**src/rtl/spi_xfer_ctrl.sv**
```systemverilog
// SPI transfer sequencer: latches per-character settings on go, drives
// tip/lstclk to the clock generator, shifts tx_data out on mosi and
// assembles miso into rx_data using the clock generator's pre-edge strobes.
module spi_xfer_ctrl #(
  parameter int DATA_W = 32,
  parameter int LEN_W  = 5
) (
  input  logic              wb_clk,
  input  logic              wb_reset,
  input  logic              go,
  input  logic [LEN_W-1:0]  char_len,
  input  logic              lsb,
  input  logic              tx_neg,
  input  logic              rx_neg,
  input  logic [DATA_W-1:0] tx_data,
  input  logic              pos_edge,
  input  logic              neg_edge,
  input  logic              miso,
  output logic              tip,
  output logic              lstclk,
  output logic              mosi,
  output logic [DATA_W-1:0] rx_data,
  output logic              busy,
  output logic              done
);

  // One extra bit so a full DATA_W-bit character is representable.
  localparam int CNT_W = LEN_W + 1;
  localparam int IDX_W = (DATA_W > 1) ? $clog2(DATA_W) : 1;

  typedef enum logic [1:0] {IDLE, LOAD, SHIFT, FIN} state_t;

  state_t             state_q, state_d;
  logic [CNT_W-1:0]   len_q, len_d;
  logic [CNT_W-1:0]   tx_idx_q, tx_idx_d;
  logic [CNT_W-1:0]   rx_cnt_q, rx_cnt_d;
  logic               rx_seen_q, rx_seen_d;
  logic               lsb_q, lsb_d;
  logic               tx_neg_q, tx_neg_d;
  logic               rx_neg_q, rx_neg_d;
  logic [DATA_W-1:0]  tx_data_q, tx_data_d;
  logic [DATA_W-1:0]  rx_data_q, rx_data_d;
  logic               mosi_q, mosi_d;
  logic               tip_q, tip_d;
  logic               lstclk_q, lstclk_d;
  logic               busy_q, busy_d;
  logic               done_q, done_d;

  logic               tx_stb, rx_stb;
  logic [CNT_W-1:0]   last_cnt, nxt_cnt, msb_cnt;
  logic [IDX_W-1:0]   last_idx, nxt_idx, msb_idx, rx_idx;

  // Strobe selection from the latched mode bits.
  assign tx_stb = tx_neg_q ? neg_edge : pos_edge;
  assign rx_stb = rx_neg_q ? neg_edge : pos_edge;

  // Bit index arithmetic; only the low IDX_W bits address the data words.
  always_comb begin
    last_cnt = len_q - CNT_W'(1);
    nxt_cnt  = tx_idx_q + CNT_W'(1);
    msb_cnt  = len_q - CNT_W'(2) - tx_idx_q;
    last_idx = last_cnt[IDX_W-1:0];
    nxt_idx  = nxt_cnt[IDX_W-1:0];
    msb_idx  = msb_cnt[IDX_W-1:0];
    rx_idx   = rx_cnt_q[IDX_W-1:0];
  end

  // Next-state and next-output logic for the IDLE/LOAD/SHIFT/FIN sequence.
  always_comb begin
    state_d   = state_q;
    len_d     = len_q;
    tx_idx_d  = tx_idx_q;
    rx_cnt_d  = rx_cnt_q;
    rx_seen_d = rx_seen_q;
    lsb_d     = lsb_q;
    tx_neg_d  = tx_neg_q;
    rx_neg_d  = rx_neg_q;
    tx_data_d = tx_data_q;
    rx_data_d = rx_data_q;
    mosi_d    = mosi_q;
    tip_d     = tip_q;
    lstclk_d  = lstclk_q;
    done_d    = 1'b0;
    case (state_q)
      IDLE: begin
        tip_d    = 1'b0;
        lstclk_d = 1'b0;
        if (go) begin
          lsb_d     = lsb;
          tx_neg_d  = tx_neg;
          rx_neg_d  = rx_neg;
          tx_data_d = tx_data;
          rx_data_d = '0;
          len_d     = (char_len == '0) ? CNT_W'(DATA_W) : {1'b0, char_len};
          state_d   = LOAD;
        end
      end
      LOAD: begin
        mosi_d    = lsb_q ? tx_data_q[0] : tx_data_q[last_idx];
        tx_idx_d  = '0;
        rx_cnt_d  = '0;
        rx_seen_d = 1'b0;
        tip_d     = 1'b1;
        lstclk_d  = (len_q == CNT_W'(1));
        state_d   = SHIFT;
      end
      SHIFT: begin
        if (rx_cnt_q == len_q) begin
          tip_d    = 1'b0;
          lstclk_d = 1'b0;
          done_d   = 1'b1;
          state_d  = FIN;
        end else begin
          // Sample first so a coincident launch sees rx_seen already set.
          if (rx_stb) begin
            if (lsb_q) rx_data_d[rx_idx] = miso;
            else       rx_data_d = {rx_data_q[DATA_W-2:0], miso};
            rx_cnt_d  = rx_cnt_q + CNT_W'(1);
            rx_seen_d = 1'b1;
          end
          // A launch before any sample is the leading edge and is skipped.
          if (tx_stb && rx_seen_d && (nxt_cnt < len_q)) begin
            tx_idx_d  = nxt_cnt;
            mosi_d    = lsb_q ? tx_data_q[nxt_idx] : tx_data_q[msb_idx];
            rx_seen_d = 1'b0;
          end
          lstclk_d = (rx_cnt_d == last_cnt);
        end
      end
      FIN: begin
        state_d = IDLE;
      end
      default: state_d = IDLE;
    endcase
    busy_d = (state_d != IDLE);
  end

  // State and output registers; reset aborts any transfer without done.
  always_ff @(posedge wb_clk or posedge wb_reset) begin
    if (wb_reset) begin
      state_q   <= IDLE;
      len_q     <= '0;
      tx_idx_q  <= '0;
      rx_cnt_q  <= '0;
      rx_seen_q <= 1'b0;
      lsb_q     <= 1'b0;
      tx_neg_q  <= 1'b0;
      rx_neg_q  <= 1'b0;
      tx_data_q <= '0;
      rx_data_q <= '0;
      mosi_q    <= 1'b0;
      tip_q     <= 1'b0;
      lstclk_q  <= 1'b0;
      busy_q    <= 1'b0;
      done_q    <= 1'b0;
    end else begin
      state_q   <= state_d;
      len_q     <= len_d;
      tx_idx_q  <= tx_idx_d;
      rx_cnt_q  <= rx_cnt_d;
      rx_seen_q <= rx_seen_d;
      lsb_q     <= lsb_d;
      tx_neg_q  <= tx_neg_d;
      rx_neg_q  <= rx_neg_d;
      tx_data_q <= tx_data_d;
      rx_data_q <= rx_data_d;
      mosi_q    <= mosi_d;
      tip_q     <= tip_d;
      lstclk_q  <= lstclk_d;
      busy_q    <= busy_d;
      done_q    <= done_d;
    end
  end

  assign tip     = tip_q;
  assign lstclk  = lstclk_q;
  assign mosi    = mosi_q;
  assign rx_data = rx_data_q;
  assign busy    = busy_q;
  assign done    = done_q;

endmodule

```
**config.mk**
```make
export PLATFORM = sky130hd
export DESIGN_NAME = spi_xfer_ctrl
export DESIGN_NICKNAME = d
export VERILOG_FILES = /design/src/rtl/spi_xfer_ctrl.sv
export SDC_FILE = /design/constraint.sdc
export NUM_CORES = 1
export LEC_CHECK = 0
export BUFFER_PORTS_ARGS = -buffer_cell sky130_fd_sc_hd__buf_2
export CAP_MARGIN = 20
export CORE_ASPECT_RATIO = 0.6
export CORE_MARGIN = 2
export CORE_UTILIZATION = 40
export DETAILED_ROUTE_END_ITERATION = 7
export PLACE_DENSITY = 0.64
export SYNTH_ARGS = -nofsm -noshare
export SYNTH_HDL_FRONTEND = slang
export SYNTH_SLANG_ARGS = --single-unit
```
**constraint.sdc**
```tcl
create_clock -name wb_clk -period 4.1 [get_ports wb_clk]
set_clock_uncertainty 0.1 [all_clocks]
set_input_delay 0.205 -clock wb_clk [delete_from_list [all_inputs] [get_ports wb_clk]]
set_output_delay 0.205 -clock wb_clk [all_outputs]
set_load 0.1 [all_outputs]
```
## Word level (Yosys, flattened, before mapping)

Cells that the tools add are included.

| word-level totals | value |
|---|---|
| register bits | 93 |
| output and inout bits | 37 |
| word-level logic and storage cells | 96 |

| operators by class | value |
|---|---|
| $add $sub $neg | 5 |
| $lt $le $gt $ge | 6 |
| equal/unequal tests | 11 |
| multiplexer cells | 45 |
| reduce and logical (&&, ||, !) cells | 14 |

Operators by type and width:

| operator | count |
|---|---|
| $mux 32 | 4 |
| $pmux 32 s2 | 1 |
| $mux 6 | 7 |
| $bwmux 32 | 1 |
| $lt 5x6->1 const B | 4 |
| $pmux 6 s2 | 2 |
| $mux 1 | 19 |
| $bmux 1 s5 | 3 |
| $add 6x1->6 const B | 2 |
| $eq 6x6->1 | 2 |
| $ne 2x2->1 const B | 5 |
| $pmux 2 s4 | 1 |
| $eq 6x1->1 const B | 1 |
| $lt 6x6->1 | 1 |
| $pmux 1 s3 | 2 |
| $reduce_and 2->1 | 3 |
| $reduce_bool 2->1 | 3 |
| $sub 6x1->6 const B | 1 |
| $demux 1 s5 | 1 |
| $ge 5x1->1 const B | 1 |
| $logic_not 5->1 | 1 |
| $sub 5x2->5 const B | 1 |
| $sub 5x5->5 | 1 |
| $eq 2x2->1 const B | 2 |
| other kinds (8) | 12 |

## Longest topological paths before layout

| logic depth | value |
|---|---|
| depth in word-level cells | 9 |
| mapped depth | 13 |
| gate-level depth less buffers | 12 |

## Least setup slack after synthesis

OpenSTA, ideal clock, no wires.

| timing path | value |
|---|---|
| path kind | register to register |
| start | reg len_q[0] |
| end | reg mosi_q (netlist: mosi) |
| library setup time | 0.144 ns |
| data arrival time | 2.755 ns |
| path slack | 1.101 ns |
| stages on the path, launching flop included | 14 |
| path buffers | 1 |
| clock period less this slack | 2.999 ns |
| path through | dfrtp_1 > buf_2 > inv_2 > ha_1 > inv_1 > ha_1 > fa_1 > xor2_1 > mux2_2 > nor2_1 > a21oi_1 > a2111o_1 > o21ai_2 > o31ai_1 |

| between the ends | value |
|---|---|
| longest elaborated chain between the ends | 8 |

Ends and longest elaborated chain:

| what | line | source |
|---|---|---|
| start, declared | 34 | `logic [CNT_W-1:0] len_q, len_d;` |
| start signal, assigned | 158 | `len_q <= len_d;` |
| $sub 5x2->5 | 61 | `msb_cnt = len_q - CNT_W'(2) - tx_idx_q;` |
| $sub 5x5->5 | 61 |  |
| $bmux 1 s5 | 124 | `mosi_d = lsb_q ? tx_data_q[nxt_idx] : tx_data_q[msb_idx];` |
| $mux 1 (implied by the code) | 124 |  |
| $mux 1 | 124 |  |
| $mux 1 | 122 | `if (tx_stb && rx_seen_d && (nxt_cnt < len_q)) begin` |
| $mux 1 | 108 | `if (rx_cnt_q == len_q) begin` |
| $pmux 1 s2 | 84 | `case (state_q)` |
| end signal, assigned | 167 | `mosi_q <= mosi_d;` |
| end, declared | 43 | `logic mosi_q, mosi_d;` |

Several ways; a longest one is shown, not always the timed one. The select of a mux whose other input is x is not followed.
A chain may end at the register's enable or synchronous reset.

## Worst setup path after layout

| timing path | value |
|---|---|
| start | reg tx_idx_q[0] |
| end | reg mosi_q (netlist: mosi) |

| between the ends | value |
|---|---|
| longest elaborated chain between the ends | 7 |

Ends and longest elaborated chain:

| what | line | source |
|---|---|---|
| start, declared | 35 | `logic [CNT_W-1:0] tx_idx_q, tx_idx_d;` |
| start signal, assigned | 159 | `tx_idx_q <= tx_idx_d;` |
| $add 6x1->6 or $sub 5x5->5 (tied branches) | 60, 61 |  |
| $bmux 1 s5 | 124 |  |
| $mux 1 (implied by the code) | 124 |  |
| $mux 1 | 124 |  |
| $mux 1 | 122 |  |
| $mux 1 | 108 |  |
| $pmux 1 s2 | 84 |  |

Several ways; a longest one is shown, not always the timed one. The select of a mux whose other input is x is not followed.

==> out/results.ini <==
[drt]
antenna_left=0
dr.pass1.iters=5
vias_per_cell=5.56
num_vias=5068
wl_per_cell_um=17.9
first_iter_violations=388
drc=0
finalWirelength_um=16300

[cells_and_area]
fin_util_pct=49.5
area_delta_synth_final_pct=19.5
fin_cells=911
drive_above_1_share_pct=25.2
antenna_cells=0
finalNetCount=779

[die]
die_h_um=99.3
die_w_um=163
die_area_mm2=0.0162
core_mm2=0.0146
pin_count=83
initial_utilization_pct=41.4
core.rowCount=34

[timing]
setup_viol=0
finalSetupTns_ps=0
fin_crit_sh_pct=85.7
finalCriticalPeriod_ps=3520
fmax_mhz=284
rsz0062_at_grt=false
slew_violations=0
tightest_slew_ps=1100
relSlewSlack_pct=26.6
whs_ps=7.86
finalHoldViolCount=0

[yosys]
synthesis.nets=684
synth_cells=613
syn_avg_cell_area_um2=9.88
async_flop_share_pct=100
yosysUniqueCellTypes=57
synth-seq-cells=93
synth_ff_type=dfrtp_1
synth_area_mm2=0.00606
synth_seq_area_share_pct=38.4
synth_edf_count=0
synth_warnings=0

[clock_tree]
clkLatencyLatePin_ps=350
numCtsBuffers=9
h-tree-depth=3
clock-sinks=93
clockBufferDepth=2
ctsHoldBuffers=34
root_buffer=clkbuf_16
cts_resized=0
cts_tree=done
cts_setup_buffers=0
clkTransAtPathRegs_ps=70

[hold_path]
holdPathStages=2
hp-class=primary input to flop
hold_end=lsb_q
min_from=lsb

[power]
fin_total_pwr_w=0.00556
power_density_mw_per_mm2=768
leakagePower_nw=3.23
peakVddDrop_mv=0.325

[outcome]
status=completed

[grt]
grt_pass1_wl_um=27000
grt_usage_pct=21.4
grt_max_degree=66
first_global_vias=5075
antenna_found_initial=0
grt-ovfl-total=0

[critical_path]
startpoint_type=flop
path_max_fanout=14
timing.rr.end=mosi
worstPathArrival_ps=3610
required_ps=4200
critPathCaptureType=flop
regToRegStartpoint=tx_idx_q[0]
reg2regPathDepth=11
crit_type=flop to flop
rrSetupSlack_ps=580

[job]
maxCapViolCount=0

[placement]
gp_congestion=0.908
port_buffers=82
detailed_place_hpwl_um=11900
placedCellCount=859

## cells in the mapped netlist (6+ instances only)
| library cell | number | area share, % |
|---|---|---|
| a21oi_1 | 42 | 3.5 |
| and3_1 | 6 | 0.62 |
| buf_1 | 7 | 0.43 |
| buf_2 | 10 | 0.83 |
| clkbuf_1 | 20 | 1.2 |
| dfrtp_1 | 93 | 38 |
| ha_1 | 24 | 5.0 |
| inv_1 | 53 | 3.3 |
| mux2_2 | 46 | 8.6 |
| mux2i_1 | 17 | 2.8 |
| mux4_2 | 22 | 8.2 |
| nand2_1 | 23 | 1.4 |
| nand3_1 | 45 | 3.7 |
| nor2_1 | 43 | 2.7 |
| nor3_1 | 6 | 0.50 |
| o21ai_0 | 34 | 2.8 |
| o22ai_1 | 31 | 3.2 |
| xnor2_1 | 15 | 2.2 |
| xor2_1 | 10 | 1.4 |
## placed cells by master (no fill, tap or decap), drive strengths merged, types with 6 or more instances in the layout
cell and n:
clkbuf 11, nand2 23, dlygate4sd3 35, buf 88, xor2 11, mux2i 17, xnor2 16, nor3 6
o21ai 39, a21oi 42, mux2 46, ha 24, o22ai 31, nand3 45, and3 6, nor2 43
inv 56, dfrtp 93, mux4 24
## worst max-delay path, cell delays in order, from the launching register on
cell      delay, ps
dfrtp_1         740
ha_1            260
inv_1            40
ha_1            190
fa_1            380
xor2_1          460
mux2_2          390
nor2_1           80
a21oi_1          60
a2111o_1        470
o21ai_2          70
o31ai_1          90
## final cells by class
type	instances	area (um^2)
clock buffers	11	243
clock inverters	5	42.5
fillers	1371	7390
inverters	54	204
multi-input cells	427	3360
flip-flops and latches	93	2330
well taps	198	248
repair buffers	123	818
## layer usage
| metal | GRT usage (%) | share of wire, % | vias up |
|---|---|---|---|
| met3 | 4.59 | 6.7 | 14 |
| met4 | 4.97 | 0.81 | 0 |
| met5 | 0 | 0 | - |
| li1 | - | - | 2417 |
| met2 | 29.8 | 42 | 176 |
| met1 | 33.7 | 51 | 2461 |
## sequential cells by signal (all words and copies together), names as in the netlist
register and cells:
rx_data 32, tx_data_q 32, len_q 6, rx_cnt_q 6
tx_idx_q 6, state_q 2, busy 1, done 1
lsb_q 1, lstclk 1, mosi 1, rx_neg_q 1
rx_seen_q 1, tip 1, tx_neg_q 1
## power by group
| group | switching [W] | total (W) | internal, W |
|---|---|---|---|
| Sequential | 0.000378 | 0.00156 | 0.00118 |
| Combinational | 0.00174 | 0.00319 | 0.00145 |
| Clock | 0.000377 | 0.000813 | 0.000436 |
| Total | 0.00249 | 0.00556 | 0.00307 |
## through the flow
stage / setup slack (ps) / area [um^2]
final: 585 / 7240
after CTS: 587 / 7210
after detailed placement: 613 / 6580
after global routing: 415 / 7240
after global placement: 703 / 6580
after floorplan: 1100 / 6060
## worst max-delay path by stage
stage	startpoint	to	slack, ps	depth (start not counted)
final	tx_idx_q[0]	mosi	580	11
after floorplan	len_q[0]	mosi	1100	13
after global placement	tx_idx_q[0]	mosi	700	10
after detailed placement	tx_idx_q[0]	mosi	610	10
after CTS	tx_idx_q[0]	mosi	590	10
after global routing	tx_idx_q[0]	mosi	410	10
## kinds of logic after synthesis
logic type	share of synthesized area (%)
simple gates	11.6
compound gates	13.9
buf+inv	6.22
flops	38.4
mux	20.4
xor+xnor	4.15
fa+ha+maj	5.29
Power figures use the tool's default switching activity.
